<file path="config.mk">
export PLATFORM = sky130hd
export DESIGN_NAME = wb_step_reporter
export DESIGN_NICKNAME = d
export VERILOG_FILES = /design/src/rtl/wb_step_reporter.sv
export SDC_FILE = /design/constraint.sdc
export NUM_CORES = 1
export LEC_CHECK = 0
export ABC_AREA = 1
export BUFFER_PORTS_ARGS = -buffer_cell sky130_fd_sc_hd__buf_4
export CAP_MARGIN = 10
export CORE_ASPECT_RATIO = 0.9
export CORE_MARGIN = 2
export CORE_UTILIZATION = 44
export CTS_BUF_LIST = sky130_fd_sc_hd__clkbuf_8
export DETAILED_ROUTE_END_ITERATION = 16
export PLACE_DENSITY_LB_ADDON = 0.12
export REMOVE_ABC_BUFFERS = 1
export SLEW_MARGIN = 30
export SYNTH_ARGS = -nofsm -noshare
export SYNTH_HDL_FRONTEND = slang
export SYNTH_SLANG_ARGS = --single-unit
</file>
<file path="constraint.sdc">
create_clock -name wb_clk_i -period 2.6 [get_ports wb_clk_i]
set_clock_uncertainty 0.1 [all_clocks]
set_input_delay 0.65 -clock wb_clk_i [delete_from_list [all_inputs] [get_ports wb_clk_i]]
set_output_delay 0.65 -clock wb_clk_i [all_outputs]
set_load 0.02 [all_outputs]
</file>
<file path="src/rtl/wb_step_reporter.sv">
// wb_step_reporter: Wishbone slave that queues firmware {status,step} progress
// words in a small FIFO. Each word is shown on the user io pads for a minimum
// number of clocks, so a slow pad-level monitor never misses a step.

module wb_step_reporter #(
    parameter logic [31:0] BASE_ADDR   = 32'h3000_0000,
    parameter int          FIFO_DEPTH  = 4,
    parameter int          HOLD_CYCLES = 16,
    parameter int          STEP_LSB    = 20,
    parameter int          STATUS_LSB  = 36
) (
    input  logic        wb_clk_i,
    input  logic        wb_rst_i,
    input  logic        wbs_cyc_i,
    input  logic        wbs_stb_i,
    input  logic        wbs_we_i,
    input  logic [3:0]  wbs_sel_i,
    input  logic [31:0] wbs_adr_i,
    input  logic [31:0] wbs_dat_i,
    output logic        wbs_ack_o,
    output logic [31:0] wbs_dat_o,
    output logic [37:0] io_out,
    output logic [37:0] io_oeb
);

    localparam int PTR_W    = (FIFO_DEPTH > 1) ? $clog2(FIFO_DEPTH) : 1;
    localparam int CNT_W    = PTR_W + 1;
    localparam int HOLD_W   = (HOLD_CYCLES > 1) ? $clog2(HOLD_CYCLES) : 1;
    localparam int CNT_SHOW = (CNT_W < 3) ? CNT_W : 3;

    localparam logic [CNT_W-1:0]  FULL_COUNT = CNT_W'(FIFO_DEPTH);
    localparam logic [HOLD_W-1:0] HOLD_LAST  = HOLD_W'(HOLD_CYCLES - 1);

    typedef enum logic [1:0] {
        ST_IDLE,
        ST_LOAD,
        ST_HOLD
    } state_t;

    state_t state_q;
    state_t state_d;

    logic [7:0]        fifo_mem [FIFO_DEPTH];
    logic [PTR_W-1:0]  wr_ptr;
    logic [PTR_W-1:0]  rd_ptr;
    logic [CNT_W-1:0]  count;
    logic [HOLD_W-1:0] hold_cnt;

    logic [5:0] disp_step;
    logic [1:0] disp_status;
    logic [5:0] shadow_step;
    logic [1:0] shadow_status;

    logic        addr_hit;
    logic        report_sel;
    logic        stat_sel;
    logic        bus_req;
    logic        fifo_full;
    logic        report_wr;
    logic        accept;
    logic        push;
    logic        pop;
    logic        busy;
    logic [5:0]  push_step;
    logic [1:0]  push_status;
    logic [31:0] stat_word;
    logic [31:0] report_word;
    logic        unused_bits;

    // A request is only considered while no ack is showing, which forces the
    // idle cycle between back-to-back acks. Full uses the registered count, so
    // a pop in the same cycle never lets a blocked push through early.
    assign addr_hit    = (wbs_adr_i[31:4] == BASE_ADDR[31:4]);
    assign report_sel  = (wbs_adr_i[3:2] == 2'b00);
    assign stat_sel    = (wbs_adr_i[3:2] == 2'b01);
    assign bus_req     = wbs_cyc_i && wbs_stb_i && addr_hit && !wbs_ack_o;
    assign fifo_full   = (count == FULL_COUNT);
    assign report_wr   = bus_req && wbs_we_i && report_sel;
    assign accept      = bus_req && !(report_wr && fifo_full);
    assign push        = accept && report_wr;
    assign busy        = (state_q != ST_IDLE);

    // Fields whose byte lane is not selected inherit the last pushed entry.
    assign push_step   = wbs_sel_i[0] ? wbs_dat_i[5:0] : shadow_step;
    assign push_status = wbs_sel_i[1] ? wbs_dat_i[9:8] : shadow_status;

    assign report_word = {22'b0, disp_status, 2'b00, disp_step};

    assign unused_bits = ^{wbs_sel_i[3:2], wbs_dat_i[31:10], wbs_dat_i[7:6], wbs_adr_i[1:0]};

    // Status register image: fifo count, busy flag and full flag.
    always_comb begin
        stat_word = '0;
        stat_word[CNT_SHOW-1:0] = count[CNT_SHOW-1:0];
        stat_word[8] = busy;
        stat_word[9] = fifo_full;
    end

    // Display sequencer: wait for data, pop one entry, then hold it on the pads.
    always_comb begin
        state_d = state_q;
        pop     = 1'b0;
        case (state_q)
            ST_IDLE: begin
                if (count != '0) begin
                    state_d = ST_LOAD;
                end
            end
            ST_LOAD: begin
                pop     = (count != '0);
                state_d = ST_HOLD;
            end
            ST_HOLD: begin
                if (hold_cnt == HOLD_LAST) begin
                    state_d = (count != '0) ? ST_LOAD : ST_IDLE;
                end
            end
            default: begin
                state_d = ST_IDLE;
            end
        endcase
    end

    // Sequencer state register.
    always_ff @(posedge wb_clk_i) begin
        if (wb_rst_i) begin
            state_q <= ST_IDLE;
        end else begin
            state_q <= state_d;
        end
    end

    // Hold timer runs only in HOLD and restarts from zero for every entry.
    always_ff @(posedge wb_clk_i) begin
        if (wb_rst_i) begin
            hold_cnt <= '0;
        end else if (state_q == ST_HOLD) begin
            hold_cnt <= (hold_cnt == HOLD_LAST) ? '0 : hold_cnt + HOLD_W'(1);
        end else begin
            hold_cnt <= '0;
        end
    end

    // FIFO pointers and occupancy; a simultaneous push and pop cancel out.
    always_ff @(posedge wb_clk_i) begin
        if (wb_rst_i) begin
            wr_ptr <= '0;
            rd_ptr <= '0;
            count  <= '0;
        end else begin
            if (push) begin
                wr_ptr <= wr_ptr + PTR_W'(1);
            end
            if (pop) begin
                rd_ptr <= rd_ptr + PTR_W'(1);
            end
            case ({push, pop})
                2'b10:   count <= count + CNT_W'(1);
                2'b01:   count <= count - CNT_W'(1);
                default: count <= count;
            endcase
        end
    end

    // FIFO storage; contents need no reset because the pointers define validity.
    always_ff @(posedge wb_clk_i) begin
        if (push) begin
            fifo_mem[wr_ptr] <= {push_status, push_step};
        end
    end

    // Shadow of the last pushed entry, used for field merging.
    always_ff @(posedge wb_clk_i) begin
        if (wb_rst_i) begin
            shadow_step   <= 6'd0;
            shadow_status <= 2'b00;
        end else if (push) begin
            shadow_step   <= push_step;
            shadow_status <= push_status;
        end
    end

    // Display registers load the popped head and otherwise keep their value.
    always_ff @(posedge wb_clk_i) begin
        if (wb_rst_i) begin
            disp_step   <= 6'd0;
            disp_status <= 2'b01;
        end else if (pop) begin
            disp_step   <= fifo_mem[rd_ptr][5:0];
            disp_status <= fifo_mem[rd_ptr][7:6];
        end
    end

    // Bus response: one-cycle ack, read data only alongside a read ack.
    always_ff @(posedge wb_clk_i) begin
        if (wb_rst_i) begin
            wbs_ack_o <= 1'b0;
            wbs_dat_o <= '0;
        end else begin
            wbs_ack_o <= accept;
            if (accept && !wbs_we_i) begin
                if (report_sel) begin
                    wbs_dat_o <= report_word;
                end else if (stat_sel) begin
                    wbs_dat_o <= stat_word;
                end else begin
                    wbs_dat_o <= '0;
                end
            end else begin
                wbs_dat_o <= '0;
            end
        end
    end

    // Pad mapping: only the step and status bits are driven.
    always_comb begin
        io_out = '0;
        io_oeb = '1;
        io_out[STEP_LSB +: 6]   = disp_step;
        io_out[STATUS_LSB +: 2] = disp_status;
        io_oeb[STEP_LSB +: 6]   = 6'b0;
        io_oeb[STATUS_LSB +: 2] = 2'b0;
    end

endmodule

</file>
### Word level (Yosys, flattened, before mapping)

Memories as Yosys holds them, arrays and structs flattened. A register that Yosys moved wholly into a read port is not among the register bits.
Index checks and enable logic that the tools add are counted.
Widths: inputs -> output; s select.

* add/subtract/negate cells: 5
* reductions and logical operators: 21
* mux-type cells: 12
* equal/unequal tests: 10
* bitwise logic cells: 2

Operators by type and width (count)
* $eq 28x26->1 const B: 1
* $mux 10: 2
* $logic_and 1x1->1: 9
* $eq 2x1->1 const B: 3
* $mux 2: 3
* $mux 6: 1
* $pmux 2 s3: 1
* $pmux 3 s2: 1
* $reduce_or 3->1: 2
* $add 2x1->2 const B: 2
* $add 4x1->4 const B: 1
* $eq 2x2->1 const B: 2
* $eq 4x4->1 const B: 1
* $logic_not 2->1: 2
* $mux 1: 4
* $ne 2x2->1 const B: 2
* $reduce_bool 2->1: 2
* $add 3x1->3 const B: 1
* $eq 3x3->1 const B: 1
* $logic_not 1->1: 3
* $reduce_bool 3->1: 1
* $sub 3x1->3 const B: 1
* $not 1->1: 2
* $reduce_and 2->1: 1
* $reduce_or 2->1: 1

* word-level logic and storage cells: 61
* bits in registers: 54
* output and inout bits: 109
* memories kept: 1
* RAM bits: 32
* bits of input ports: 73

Memories
* fifo_mem: words 4, width 8, read ports 1, clocked after Yosys merged registers in 1, write ports 1, RTL line 43 `logic [7:0] fifo_mem [FIFO_DEPTH];`

### Logic depth before layout (Yosys ltp)

* depth after elaboration: 11
* mapped depth: 15
* gate-level depth less buffers: 14

### Worst setup path after synthesis

Ideal clock, no wire load.

* path type: input -> register
* start point: input port wbs_adr_i[2]
* end point: register count[2]
* stages on the path: 15
* path buffers: 1
* setup time: 122 ps
* setup slack: 53 ps
* arrival time: 2325 ps
* required time: 2378 ps
* path through: inv_2 > nand2_4 > nor2_8 > nand2_2 > nand3_4 > inv_6 > nand3_4 > buf_6 > ha_1 > inv_1 > fa_1 > a21oi_1 > o21ai_0 > o21ai_0 > a21oi_1

* cells in the longest elaborated chain, start to end: 8
* elaborated cells between the ends (all ways): 10
* those cells by class: eq/ne: 2; mux: 1; reduce/logical: 7

RTL lines
* start, declared: RTL line 18 `input logic [31:0] wbs_adr_i,`
* $logic_not 2->1 (*): RTL line 74 `assign report_sel = (wbs_adr_i[3:2] == 2'b00);`
* $logic_and 1x1->1 (*): RTL line 78 `assign report_wr = bus_req && wbs_we_i && report_sel;`
* $logic_and 1x1->1: RTL line 79 `assign accept = bus_req && !(report_wr && fifo_full);`
* $logic_not 1->1: RTL line 79
* $logic_and 1x1->1: RTL line 79
* $logic_and 1x1->1 (*): RTL line 80 `assign push = accept && report_wr;`
* $eq 2x1->1 / $eq 2x2->1 (equally long branches): RTL line 157 `case ({push, pop})`
* $pmux 3 s2 / $reduce_bool 2->1 (equally long branches)
* end signal, assigned: RTL line 158 `2'b10: count <= count + CNT_W'(1);`
* end signal, assigned: RTL line 159 `2'b01: count <= count - CNT_W'(1);`
* end signal, assigned: RTL line 160 `default: count <= count;`
* end, declared: RTL line 46 `logic [CNT_W-1:0] count;`

Every way passes the cells marked *; elsewhere a longest branch is shown, timed or not.
A chain may end at the register's enable or synchronous reset.

### Worst setup path after layout

* start point: register count[2]
* end point: register count[2]

* cells in the longest elaborated chain, start to end: 7
* elaborated cells between the ends (all ways): 13
* those cells by class: add/sub: 2; eq/ne: 3; mux: 2; reduce/logical: 6

RTL lines
* $eq 3x3->1: RTL line 77 `assign fifo_full = (count == FULL_COUNT);`
* $logic_and 1x1->1: RTL line 79
* $logic_not 1->1: RTL line 79
* $logic_and 1x1->1: RTL line 79
* $logic_and 1x1->1: RTL line 80
* $eq 2x1->1 / $eq 2x2->1 (equally long branches): RTL line 157
* $pmux 3 s2 / $reduce_bool 2->1 (equally long branches)

Parallel ways exist; a longest one is shown, timed or not.

==> impl_metrics.py <==
metrics = {
    "layout": {
        "regArea_um2": 1722,
        "n_antenna_cell": 0,
        "fin_cells": 653,
        "syn2layout_area_growth_pct": 13.81,
        "fillers": 844,
        "fin_nets": 609,
        "final_core_util_pct": 51.26,
        "multi_input_area_um2": 1450,
        "drive_gt1_share_pct": 20.60,
    },
    "floorplan": {
        "rows": 32,
        "die-width_um": 102.5,
        "ioPinCount": 182,
        "die_h_um": 92.64,
        "core_um2": 8528,
        "start_util_pct": 45.04,
        "die-area_um2": 9495,
    },
    "worst_setup_path": {
        "path_class": "reg2reg",
        "arrival_ns": 2.37,
        "crit_fanout": 3,
        "worst_setup_path_end_kind": "flip-flop",
        "crit_chain": "inv_1 -> nor3_2 -> nand2_2 -> nand3_4 -> inv_6 -> nand3_4 -> ha_1 -> inv_1 -> fa_1 -> a21oi_1 -> o21ai_0 -> o21ai_0 -> a21oi_1",
        "critPathSlowestCell": "fa_1",
        "critPathMaxStageDelay_ns": 0.38,
        "startpoint_type": "flip-flop",
        "crit_family": "adder cells",
        "critPathBufInv": 3,
        "crit_required_ns": 2.74,
        "r2r_setup_slack_ns": 0.37,
    },
    "global_routing": {
        "grt_pass1_vias": 2274,
        "grt_max_degree": 21,
        "grt_remaining_overflow": 0,
        "antenna_found_initial": 0,
        "grt_pass1_wl_um": 10850,
        "track_usage_pct": 14.97,
    },
    "sta": {
        "setup_viol": 0,
        "rsz0062_at_grt": "false",
        "maxSlewHeadroom_pct": 56.65,
        "post-route-min-period_ns": 2.228,
        "max_freq_mhz": 448.9,
        "holdWs_ns": 0.3415,
        "worst_slack_ns": 0.3722,
        "fin_crit_sh_pct": 85.69,
        "hold_viol_final": 0,
        "tightest_slew_ns": 0.6495,
        "final.setup.tns_ns": 0,
        "slew_viol_final": 0,
    },
    "yosys": {
        "ys_seq_elements": 70,
        "synth_seq_area_share_pct": 44.82,
        "ys_top_cells_by_area": "edfxtp_1, dfxtp_1, buf_4",
        "ys_warn_count": 0,
        "synth_cells": 457,
        "synth_area_um2": 3841,
        "synth_top_area_share_pct": 25.02,
        "postSynthAreaPerCell_um2": 8.405,
        "synth_top_cell_by_area": "edfxtp_1",
        "netlist-cell-type-count": 33,
    },
    "cts": {
        "htree_levels": 3,
        "clock-sinks": 70,
        "worstSkewPairLatency_ns": 0.35,
        "clk_root_buffer_cell": "clkbuf_8",
        "cts_tree": "yes",
        "path_clk_slew_ns": 0.08,
        "cts_buffers": 9,
        "clk_path_buf_depth": 2,
        "hold_buffers": 0,
        "post_cts_buffers": 0,
        "ctsResizeCount": 0,
    },
    "route": {
        "drt_wl_total_um": 7102,
        "num_vias": 2765,
        "drc": 0,
        "dr.pass1.iters": 4,
        "drt_iter0_drc": 103,
        "route.antenna.remaining_nets": 0,
        "wl_per_cell_um": 10.88,
        "avgViaCountPerCell": 4.234,
    },
    "place": {
        "post-dp-hpwl_um": 5170,
        "place_inst": 637,
        "portBuffers": 61,
        "dp_worst_setup_slack_ns": 0.03556,
        "place_congestion": 0.7208,
    },
    "run_status": {
        "status": "finished clean",
    },
    "min_path": {
        "hold_path.class": "reg2reg",
    },
    "power_and_ir_drop": {
        "cellLeakagePower_nw": 2.072,
        "power_density_nw_per_um2": 557.1,
        "ir_drop_uv": 285.1,
    },
    "flow_run": {
        "drv_cap": 0,
    },
}
## path summary, 6_finish.rpt
| path | from | to | cells past startpoint |
|---|---|---|---|
| worst max-delay path | count[2]$_SDFFE_PP0P_ | count[2]$_SDFFE_PP0P_ | 13 |
| worst min-delay path | disp_step[4]$_SDFFE_PP0P_ | wbs_dat_o[4]$_SDFF_PP0_ | 2 |
| worst max register to register | count[2]$_SDFFE_PP0P_ | count[2]$_SDFFE_PP0P_ | 13 |
| worst min register to register | disp_step[4]$_SDFFE_PP0P_ | wbs_dat_o[4]$_SDFF_PP0_ | 2 |
## sequential cells by signal (all words and copies together) (netlist names)
| name | count |
|---|---|
| wbs_ack_o | 1 |
| rd_ptr | 2 |
| fifo_mem | 32 |
| shadow_status | 2 |
| state_q | 2 |
| shadow_step | 6 |
| count | 3 |
| disp_status | 2 |
| disp_step | 6 |
| hold_cnt | 4 |
| wbs_dat_o | 8 |
| wr_ptr | 2 |
## worst register-to-register path, cell delays in order (launching register included)
cell and delay, ns:
dfxtp_1 0.36, inv_1 0.08, nor3_2 0.23, nand2_2 0.10, nand3_4 0.10, inv_6 0.04, nand3_4 0.05, ha_1 0.14
inv_1 0.06, fa_1 0.38, a21oi_1 0.15, o21ai_0 0.12, o21ai_0 0.16, a21oi_1 0.06
## per-layer routing
layer / vias up / GRT usage [%] / part of all wire (%)
met3: 10 / 3.849 / 8.3
met4: 0 / 6.222 / 1.4
met5: - / 0 / 0
li1: 1403 / - / -
met2: 129 / 23.86 / 47
met1: 1223 / 19.20 / 43
## synth_stat cells (all sizes together)
cell    number
buf        100
edfxtp      32
xor2         1
o21ai       35
or2          1
a21oi        8
conb         2
nand2       53
clkbuf       4
inv         65
dfxtp       38
nor4         1
nor3         4
a31oi        7
fa           1
nor2        73
nand4       18
nand3        8
ha           6
## where the power goes
part,switching [mW],internal (mW),leakage [nW]
Clock,0.419,0.634,0.126
Combinational,0.173,0.0585,1.35
Sequential,0.0000000000650,1.15,0.596
## final cells by class
type                       instances  area share (%)
clock inverter                     7           2.633
timing repair buffer              75           12.88
inverter                          65           5.695
clock buffer                       9           2.833
sequential                        70           39.38
multi-input combinational        308           33.17
tap                              119           3.406
## metrics by stage
stage / power (mW) / instance area (um2)
floorplan: 1.332 / 3421
global placement: 1.402 / 4133
detailed placement: 1.404 / 4133
CTS: 2.452 / 4372
global route: 2.525 / 4372
finish: 2.435 / 4372
## cells in the final DEF (no fill, tap or decap), types with 3 or more instances in the layout
cell,synthesis,final
a21oi_1,8,8
a31oi_1,7,7
buf_4,94,75
bufinv_16,0,3
clkbuf_8,0,9
conb_1,2,92
dfxtp_1,38,38
edfxtp_1,32,32
ha_1,6,6
inv_1,59,61
inv_2,5,5
nand2_1,48,48
nand2_2,4,4
nand3_1,6,6
nand4_1,18,18
nor2_1,68,68
nor2_2,3,3
o21ai_0,34,34
## cells by family (layout without fill, tap and decap cells)
| kind of cell | Yosys count | count (layout) | synth area share [%] |
|---|---|---|---|
| AO/OA/AOI/OAI | 50 | 50 | 6.742 |
| adder cells (fa/ha/maj) | 7 | 7 | 2.476 |
| AND/OR/NAND/NOR | 158 | 158 | 19.32 |
| buffers and inverters | 169 | 156 | 26.22 |
| other | 2 | 92 | 0.1955 |
| flip-flops | 70 | 70 | 44.82 |
| XOR/XNOR | 1 | 1 | 0.2281 |
Power figures use the tool's default switching activity.
